[src/rtl/mc_ctrl_ws_pkg.sv]
// -----------------------------------------------------------------------------
// mc_ctrl_ws_pkg
// Shared definitions for the multi-cycle MIPS control unit with wait states:
//   - opcode / func field constants
//   - ALU operation codes (3-bit, zero-extended to the ALU_OP_W port)
//   - FSM state encoding (4-bit enum)
//   - encodings for the reg_dst, wb_src, pc_src and alu_src_b mux selects
// No ports; imported by mc_alu_decode and mc_ctrl_ws.
// -----------------------------------------------------------------------------
package mc_ctrl_ws_pkg;

    // Primary opcodes (IR[31:26])
    localparam logic [5:0] OP_RTYPE = 6'b000000;
    localparam logic [5:0] OP_J     = 6'b000010;
    localparam logic [5:0] OP_JAL   = 6'b000011;
    localparam logic [5:0] OP_BEQ   = 6'b000100;
    localparam logic [5:0] OP_BNE   = 6'b000101;
    localparam logic [5:0] OP_ADDI  = 6'b001000;
    localparam logic [5:0] OP_SLTI  = 6'b001010;
    localparam logic [5:0] OP_ANDI  = 6'b001100;
    localparam logic [5:0] OP_ORI   = 6'b001101;
    localparam logic [5:0] OP_LW    = 6'b100011;
    localparam logic [5:0] OP_SW    = 6'b101011;

    // R-type function codes (IR[5:0])
    localparam logic [5:0] FN_JR  = 6'b001000;
    localparam logic [5:0] FN_ADD = 6'b100000;
    localparam logic [5:0] FN_SUB = 6'b100010;
    localparam logic [5:0] FN_AND = 6'b100100;
    localparam logic [5:0] FN_OR  = 6'b100101;
    localparam logic [5:0] FN_SLT = 6'b101010;

    // ALU operation codes
    localparam logic [2:0] ALU_ADD = 3'd0;
    localparam logic [2:0] ALU_SUB = 3'd1;
    localparam logic [2:0] ALU_AND = 3'd2;
    localparam logic [2:0] ALU_OR  = 3'd3;
    localparam logic [2:0] ALU_SLT = 3'd4;

    // Register-file destination select
    localparam logic [1:0] REGDST_RT  = 2'd0;
    localparam logic [1:0] REGDST_RD  = 2'd1;
    localparam logic [1:0] REGDST_R31 = 2'd2;

    // Write-back source select
    localparam logic [1:0] WB_ALUOUT = 2'd0;
    localparam logic [1:0] WB_MDR    = 2'd1;
    localparam logic [1:0] WB_PC     = 2'd2;

    // Next-PC source select
    localparam logic [1:0] PCSRC_ALU    = 2'd0;
    localparam logic [1:0] PCSRC_JUMP   = 2'd1;
    localparam logic [1:0] PCSRC_REG    = 2'd2;
    localparam logic [1:0] PCSRC_ALUOUT = 2'd3;

    // ALU B-operand select
    localparam logic [1:0] SRCB_B      = 2'd0;
    localparam logic [1:0] SRCB_FOUR   = 2'd1;
    localparam logic [1:0] SRCB_IMM    = 2'd2;
    localparam logic [1:0] SRCB_IMM_SH = 2'd3;

    // Controller states
    typedef enum logic [3:0] {
        ST_FETCH    = 4'd0,
        ST_DECODE   = 4'd1,
        ST_MEM_ADDR = 4'd2,
        ST_MEM_RD   = 4'd3,
        ST_MEM_WB   = 4'd4,
        ST_MEM_WR   = 4'd5,
        ST_R_EXEC   = 4'd6,
        ST_I_EXEC   = 4'd7,
        ST_WB_ALU   = 4'd8,
        ST_BRANCH   = 4'd9,
        ST_JUMP     = 4'd10,
        ST_JAL      = 4'd11,
        ST_JR       = 4'd12,
        ST_ILLEGAL  = 4'd13
    } state_e;

endpackage

[src/rtl/mc_ctrl_ws_alu_decode.sv]
// -----------------------------------------------------------------------------
// mc_alu_decode
// Combinational map from the instruction opcode/func fields to an ALU
// operation, plus a flag saying whether the pair names an ALU instruction
// (R-type ALU func or one of ADDI/ANDI/ORI/SLTI).
// Ports:
//   opcode_i  [5:0]  IR[31:26]
//   func_i    [5:0]  IR[5:0]
//   alu_op_o  [2:0]  decoded ALU operation (ADD when not valid)
//   valid_o          1 = the opcode/func pair is a decodable ALU operation
// -----------------------------------------------------------------------------
module mc_alu_decode
    import mc_ctrl_ws_pkg::*;
(
    input  logic [5:0] opcode_i,
    input  logic [5:0] func_i,
    output logic [2:0] alu_op_o,
    output logic       valid_o
);

    // Opcode/func to ALU operation lookup
    always_comb begin
        alu_op_o = ALU_ADD;
        valid_o  = 1'b0;
        case (opcode_i)
            OP_RTYPE: begin
                case (func_i)
                    FN_ADD:  begin alu_op_o = ALU_ADD; valid_o = 1'b1; end
                    FN_SUB:  begin alu_op_o = ALU_SUB; valid_o = 1'b1; end
                    FN_AND:  begin alu_op_o = ALU_AND; valid_o = 1'b1; end
                    FN_OR:   begin alu_op_o = ALU_OR;  valid_o = 1'b1; end
                    FN_SLT:  begin alu_op_o = ALU_SLT; valid_o = 1'b1; end
                    default: begin alu_op_o = ALU_ADD; valid_o = 1'b0; end
                endcase
            end
            OP_ADDI: begin alu_op_o = ALU_ADD; valid_o = 1'b1; end
            OP_ANDI: begin alu_op_o = ALU_AND; valid_o = 1'b1; end
            OP_ORI:  begin alu_op_o = ALU_OR;  valid_o = 1'b1; end
            OP_SLTI: begin alu_op_o = ALU_SLT; valid_o = 1'b1; end
            default: begin alu_op_o = ALU_ADD; valid_o = 1'b0; end
        endcase
    end

endmodule

[src/rtl/mc_ctrl_ws.sv]
// -----------------------------------------------------------------------------
// mc_ctrl_ws
// Multi-cycle MIPS control unit with memory wait states. Every memory access
// (fetch, load, store) holds its strobe until mem_ready_i. Supports R-type
// ALU ops, JR, LW/SW, BEQ/BNE, J, JAL, ADDI/ANDI/ORI/SLTI, and flags anything
// else as illegal.
// Optional build macro MC_CTRL_TIMEOUT_EN: bounds each wait to TIMEOUT_CYC
// cycles; on expiry mem_timeout_o pulses and the controller restarts at FETCH
// without updating PC, IR or registers. Without the macro waits are unbounded
// and mem_timeout_o stays 0.
// Ports:
//   clk, rst (async, active-high)
//   opcode_i/func_i  instruction fields, stable from DECODE to retirement
//   zero_i           ALU zero flag, used in BRANCH
//   mem_ready_i      memory access completes this cycle
//   pc_en_o, ir_write_o, i_or_d_o, mem_read_o, mem_write_o, reg_write_o
//   reg_dst_o, wb_src_o, alu_src_a_o, alu_src_b_o, pc_src_o, alu_op_o
//   illegal_o        one-cycle pulse for an undecodable instruction
//   mem_timeout_o    one-cycle pulse on wait-state expiry (optional feature)
// -----------------------------------------------------------------------------
module mc_ctrl_ws
    import mc_ctrl_ws_pkg::*;
#(
    parameter int ALU_OP_W    = 3,
    parameter int TIMEOUT_CYC = 15
) (
    input  logic                clk,
    input  logic                rst,
    input  logic [5:0]          opcode_i,
    input  logic [5:0]          func_i,
    input  logic                zero_i,
    input  logic                mem_ready_i,
    output logic                pc_en_o,
    output logic                ir_write_o,
    output logic                i_or_d_o,
    output logic                mem_read_o,
    output logic                mem_write_o,
    output logic                reg_write_o,
    output logic [1:0]          reg_dst_o,
    output logic [1:0]          wb_src_o,
    output logic                alu_src_a_o,
    output logic [1:0]          alu_src_b_o,
    output logic [1:0]          pc_src_o,
    output logic [ALU_OP_W-1:0] alu_op_o,
    output logic                illegal_o,
    output logic                mem_timeout_o
);

    // Unsupported configurations elaborate this marker block so they stand
    // out in elaboration reports; valid configurations never create it.
    if (ALU_OP_W < 3 || TIMEOUT_CYC < 1 || TIMEOUT_CYC > 255) begin : g_cfg_out_of_range
    end

    state_e     state_q, state_d;
    logic       dst_sel_q, dst_sel_d;   // 1 = rd, 0 = rt for WB_ALU
    logic [2:0] alu_op_s;
    logic [2:0] dec_op_s;
    logic       dec_valid_s;
    logic       timeout_hit_s;
    logic       timeout_pulse_s;

    mc_alu_decode u_alu_decode (
        .opcode_i (opcode_i),
        .func_i   (func_i),
        .alu_op_o (dec_op_s),
        .valid_o  (dec_valid_s)
    );

`ifdef MC_CTRL_TIMEOUT_EN
    localparam logic [7:0] WAIT_LAST = 8'(TIMEOUT_CYC - 1);

    logic [7:0] wait_cnt_q, wait_cnt_d;
    logic       wait_state_s;

    assign wait_state_s  = (state_q == ST_FETCH) || (state_q == ST_MEM_RD) ||
                           (state_q == ST_MEM_WR);
    // Fires in the TIMEOUT_CYC-th consecutive cycle without mem_ready.
    assign timeout_hit_s = wait_state_s && !mem_ready_i && (wait_cnt_q == WAIT_LAST);

    // Wait counter next value: clear on any state change or expiry
    always_comb begin
        if ((state_d != state_q) || timeout_hit_s) begin
            wait_cnt_d = 8'd0;
        end else if (wait_state_s && !mem_ready_i) begin
            wait_cnt_d = wait_cnt_q + 8'd1;
        end else begin
            wait_cnt_d = wait_cnt_q;
        end
    end

    // Wait counter register
    always_ff @(posedge clk or posedge rst) begin
        if (rst) begin
            wait_cnt_q <= 8'd0;
        end else begin
            wait_cnt_q <= wait_cnt_d;
        end
    end
`else
    assign timeout_hit_s = 1'b0;
`endif

    // Never set without the timeout feature, so the output is 0 in that build.
    assign mem_timeout_o = timeout_pulse_s;
    assign alu_op_o      = ALU_OP_W'(alu_op_s);

    // State and destination-select registers
    always_ff @(posedge clk or posedge rst) begin
        if (rst) begin
            state_q   <= ST_FETCH;
            dst_sel_q <= 1'b0;
        end else begin
            state_q   <= state_d;
            dst_sel_q <= dst_sel_d;
        end
    end

    // Next-state and Moore/qualified control outputs
    always_comb begin
        state_d         = state_q;
        dst_sel_d       = dst_sel_q;
        pc_en_o         = 1'b0;
        ir_write_o      = 1'b0;
        i_or_d_o        = 1'b0;
        mem_read_o      = 1'b0;
        mem_write_o     = 1'b0;
        reg_write_o     = 1'b0;
        reg_dst_o       = REGDST_RT;
        wb_src_o        = WB_ALUOUT;
        alu_src_a_o     = 1'b0;
        alu_src_b_o     = SRCB_B;
        pc_src_o        = PCSRC_ALU;
        alu_op_s        = ALU_ADD;
        illegal_o       = 1'b0;
        timeout_pulse_s = 1'b0;

        case (state_q)
            ST_FETCH: begin
                mem_read_o  = 1'b1;
                alu_src_b_o = SRCB_FOUR;
                if (mem_ready_i) begin
                    ir_write_o = 1'b1;
                    pc_en_o    = 1'b1;
                    state_d    = ST_DECODE;
                end else if (timeout_hit_s) begin
                    // Retry the same PC: nothing was loaded.
                    timeout_pulse_s = 1'b1;
                    state_d         = ST_FETCH;
                end else begin
                    state_d = ST_FETCH;
                end
            end
            ST_DECODE: begin
                // Speculative branch target PC + (imm << 2).
                alu_src_b_o = SRCB_IMM_SH;
                case (opcode_i)
                    OP_RTYPE: begin
                        if (func_i == FN_JR) begin
                            state_d = ST_JR;
                        end else if (dec_valid_s) begin
                            state_d = ST_R_EXEC;
                        end else begin
                            state_d = ST_ILLEGAL;
                        end
                    end
                    OP_LW, OP_SW:                       state_d = ST_MEM_ADDR;
                    OP_BEQ, OP_BNE:                     state_d = ST_BRANCH;
                    OP_J:                               state_d = ST_JUMP;
                    OP_JAL:                             state_d = ST_JAL;
                    OP_ADDI, OP_ANDI, OP_ORI, OP_SLTI:  state_d = ST_I_EXEC;
                    default:                            state_d = ST_ILLEGAL;
                endcase
            end
            ST_MEM_ADDR: begin
                alu_src_a_o = 1'b1;
                alu_src_b_o = SRCB_IMM;
                if (opcode_i == OP_LW) begin
                    state_d = ST_MEM_RD;
                end else begin
                    state_d = ST_MEM_WR;
                end
            end
            ST_MEM_RD: begin
                mem_read_o = 1'b1;
                i_or_d_o   = 1'b1;
                if (mem_ready_i) begin
                    state_d = ST_MEM_WB;
                end else if (timeout_hit_s) begin
                    timeout_pulse_s = 1'b1;
                    state_d         = ST_FETCH;
                end else begin
                    state_d = ST_MEM_RD;
                end
            end
            ST_MEM_WB: begin
                reg_write_o = 1'b1;
                wb_src_o    = WB_MDR;
                reg_dst_o   = REGDST_RT;
                state_d     = ST_FETCH;
            end
            ST_MEM_WR: begin
                mem_write_o = 1'b1;
                i_or_d_o    = 1'b1;
                if (mem_ready_i) begin
                    state_d = ST_FETCH;
                end else if (timeout_hit_s) begin
                    timeout_pulse_s = 1'b1;
                    state_d         = ST_FETCH;
                end else begin
                    state_d = ST_MEM_WR;
                end
            end
            ST_R_EXEC: begin
                alu_src_a_o = 1'b1;
                alu_op_s    = dec_op_s;
                dst_sel_d   = 1'b1;
                state_d     = ST_WB_ALU;
            end
            ST_I_EXEC: begin
                alu_src_a_o = 1'b1;
                alu_src_b_o = SRCB_IMM;
                alu_op_s    = dec_op_s;
                dst_sel_d   = 1'b0;
                state_d     = ST_WB_ALU;
            end
            ST_WB_ALU: begin
                reg_write_o = 1'b1;
                reg_dst_o   = dst_sel_q ? REGDST_RD : REGDST_RT;
                state_d     = ST_FETCH;
            end
            ST_BRANCH: begin
                alu_src_a_o = 1'b1;
                alu_op_s    = ALU_SUB;
                pc_src_o    = PCSRC_ALUOUT;
                // BNE takes the branch when the operands differ.
                pc_en_o     = (opcode_i == OP_BNE) ? ~zero_i : zero_i;
                state_d     = ST_FETCH;
            end
            ST_JUMP: begin
                pc_en_o  = 1'b1;
                pc_src_o = PCSRC_JUMP;
                state_d  = ST_FETCH;
            end
            ST_JAL: begin
                // PC already holds PC+4 from FETCH; that is the link value.
                pc_en_o     = 1'b1;
                pc_src_o    = PCSRC_JUMP;
                reg_write_o = 1'b1;
                reg_dst_o   = REGDST_R31;
                wb_src_o    = WB_PC;
                state_d     = ST_FETCH;
            end
            ST_JR: begin
                pc_en_o  = 1'b1;
                pc_src_o = PCSRC_REG;
                state_d  = ST_FETCH;
            end
            ST_ILLEGAL: begin
                illegal_o = 1'b1;
                state_d   = ST_FETCH;
            end
            default: begin
                state_d = ST_FETCH;
            end
        endcase
    end

endmodule

[config.mk]
export PLATFORM = sky130hd
export DESIGN_NAME = mc_ctrl_ws
export DESIGN_NICKNAME = d
export VERILOG_FILES = /design/src/rtl/mc_ctrl_ws_pkg.sv /design/src/rtl/mc_ctrl_ws_alu_decode.sv /design/src/rtl/mc_ctrl_ws.sv
export SDC_FILE = /design/constraint.sdc
export NUM_CORES = 1
export LEC_CHECK = 0
export BUFFER_PORTS_ARGS = -buffer_cell sky130_fd_sc_hd__buf_2
export CAP_MARGIN = 20
export CELL_PAD_IN_SITES_DETAIL_PLACEMENT = 1
export CELL_PAD_IN_SITES_GLOBAL_PLACEMENT = 1
export CORE_MARGIN = 1.5
export CORE_UTILIZATION = 34
export CTS_CLUSTER_DIAMETER = 30
export DETAILED_ROUTE_END_ITERATION = 8
export GPL_TIMING_DRIVEN = 0
export HOLD_SLACK_MARGIN = 0.02
export PLACE_DENSITY_LB_ADDON = 0.1
export SLEW_MARGIN = 15
export SYNTH_ARGS = -nofsm -noshare
export SYNTH_HDL_FRONTEND = slang
export SYNTH_HIERARCHICAL = 1
export SYNTH_SLANG_ARGS = --single-unit
[constraint.sdc]
create_clock -name clk -period 2.05 [get_ports clk]
set_input_delay 0.1025 -clock clk [delete_from_list [all_inputs] [get_ports clk]]
set_output_delay 0.1025 -clock clk [all_outputs]
set_load 0.005 [all_outputs]
==> flow_summary.yaml <==
sta:
  skew_ns: 0.00298
  setup_violations: 0
  period_needed_ns: 1.84
  finalCritPeriodShare_pct: 89.6
  clock.fmax_mhz: 545
  rsz0062_at_grt: "false"
  slew_violations: 0
  hold_viol_final: 0
  tns_ns: 0
drt:
  wl_per_cell_um: 13.4
  drt_pass1_iterations: 4
  vias: 1092
  ant_nets: 0
  drc: 0
  drtIter0Drc: 19
  wl_um: 2720
  viasPerCell: 5.38
critical_path:
  cp-end-kind: "output pin"
  required_ns: 1.95
  worstPathCellList: "clkbuf_1, clkbuf_1, nand2_1, nand2_1, nand2_1, o21ai_0, buf_2"
  crit_buf_inv: 3
  cp_data_arrival_time_ns: 1.73
  startpoint_type: "flip-flop"
  critPathKind: "flip-flop to output pin"
  cp_max_fo: 10
  crit_top_cell: "nand2_1"
  crit_family: "buffers and inverters"
  slowest_stage: "clkbuf_1"
  worst_path_largest_cell_delay_ns: 0.41
global_route:
  gr-usage-all-layers_pct: 18.6
  grt_overflow_total: 0
  grt_pass1_wl_um: 4020
  grt_start_max_net_pins: 15
  antenna_found_initial: 0
  grt_pass1_vias: 907
logic_synthesis:
  synth_top_cell_by_area: "dfrtp_1"
  yosysSeqAreaShare_pct: 14.4
  synthTopCellsByArea: "dfrtp_1 (14%), a21oi_1 (7.5%), nand2_1 (6.9%), nor2_1 (6.9%), nor3_1 (4.0%)"
  synth_flop_cell: "dfrtp_1"
  ys_ff_latch: 5
  async_reset_ff_share_pct: 100
  synth_cell_types: 43
  avgSynthCellArea_um2: 6.50
  synthCells: 134
  synth_top_area_share_pct: 14.4
  synth_edf_count: 0
  synthesis.nets: 150
  synth_warnings: 6
  synth_area_um2: 871
clock_network:
  clk_latency_ns: 0.23
  clk_pin_slew_ns: 0.04
  cts_buffer_depth: 2
  ctsRootBufferMaster: "clkbuf_4"
  cts_sinks: 5
  post-cts-setup-buffers: 0
  h-tree-depth: 1
  numCtsBuffers: 3
  cts_tree: "done"
cells_and_area:
  area_growth_syn_to_layout_pct: 28.0
  num_antenna_cells: 0
  mostFrequentLayoutCell: "buf_2"
  nets: 190
  nFillCells: 339
  multi_input_area_um2: 673
  layout_common_cells: "buf_2 (34), nand2_1 (16), nor2_1 (16), a21oi_1 (13)"
  utilization_pct: 45.4
  regArea_um2: 125
  drive_gt1_share_pct: 27.7
floorplanning:
  row_count: 18
  core_area_um2: 2450
  start_util_pct: 35.5
  die_y_um: 53.6
  dieArea_um2: 2870
  die_x_um: 53.6
  ios: 36
power:
  p_int_uw: 453
  combPwrFrac_pct: 69.6
  p_per_area_nw_per_um2: 799
  leakagePower_uw: 0.000502
  swShare_pct: 49.2
  vdd.ir_drop.worst_v: 0.000739
  p_sw_uw: 438
  seqPwrFrac_pct: 18.3
  clockPowerShare_pct: 12.1
place:
  dp.final_hpwl_um: 2150
  io_buffers: 34
  globalplace.congestion: 0.758
worst_hold_path:
  min_path_type: "primary input to flip-flop"
flow_run:
  drv_cap: 0
outcome:
  status: "finished clean"
## kinds of logic after synthesis
family                    after synthesis  synth area share, %
DFF                                     5                 14.4
AOI/OAI and AO/OA                      35                 24.3
xor gates and xnor gates                4                 4.02
buffers and inverters                  15                 8.33
and+or+nand+nor                        72                 46.1
muxes                                   2                 2.44
other                                   1                0.431
## sequential cells by signal (all words and copies together) (netlist names)
register / cells
state_q: 4
dst_sel_q: 1
## power by group through the flow
stage,sequential [µW],combinational (µW),clock [µW]
6_report,163,620,108
2_1_floorplan,151,395,0
3_5_place_dp,161,620,0
3_3_place_gp,160,606,0
5_1_grt,165,704,119
4_1_cts,160,623,115
## final cells by class
cell class                 count  area share [%]
multi-input combinational    114            60.4
timing repair buffer          35            16.2
sequential                     5            11.2
buffer                         9            4.49
tap                           30            3.37
clock buffer                   4            2.36
inverter                       6            2.02
## timing repair
| action | CTS | global route |
|---|---|---|
| setup endpoints to repair | 0 | 0 |
| hold buffers | 1 | 0 |
| hold endpoints to repair | 5 | 0 |
| gates resized for setup | 0 | 0 |
## metal layers
metal	routed length (µm)	share of wire, %	track usage (%)	up-vias
met1	1390	51	26.9	513
met4	0	0	2.56	0
met3	111	4.1	1.11	0
li1	-	-	-	554
met2	1220	45	31.1	25
met5	0	0	0	-
## stage by stage
step	setup slack [ns]	instance area, µm²	std cells	total power, µW	hold slack (ns)
floorplan	0.745	871	134	546	-0.119
global placement	0.453	1080	198	765	-0.00550
global route	0.0341	1110	203	988	0.239
CTS	0.231	1110	203	898	0.209
finish	0.214	1110	203	891	0.220
detailed placement	0.452	1080	198	781	-0.00169
## final timing paths
path                                  start         end  slack (ns)  cells after the start
worst min register to register    dst_sel_q   dst_sel_q        0.57                      1
max in group asynchronous               rst  state_q[3]        1.58                      3
min in group asynchronous               rst   dst_sel_q        0.30                      3
worst max-delay path             state_q[2]     pc_en_o        0.21                      7
worst min-delay path            mem_ready_i  state_q[2]        0.22                      4
worst max register to register   state_q[2]   dst_sel_q        0.51                      4
## Yosys cell counts, types with 3 or more instances
cell       n
a21oi_1   13
clkbuf_1   5
dfrtp_1    5
inv_1      6
nand2_1   16
nand2b_1   4
nand3_1    3
nor2_1    16
nor2b_1    4
nor3_1     7
o21ai_0    7
xnor2_1    3
## worst register-to-register path: stages (launching register included)
cell	delay, ns
dfrtp_1	0.31
clkbuf_1	0.28
nand2b_1	0.15
nor2_1	0.29
mux2_2	0.39
(Power assumes the default switching activity.)
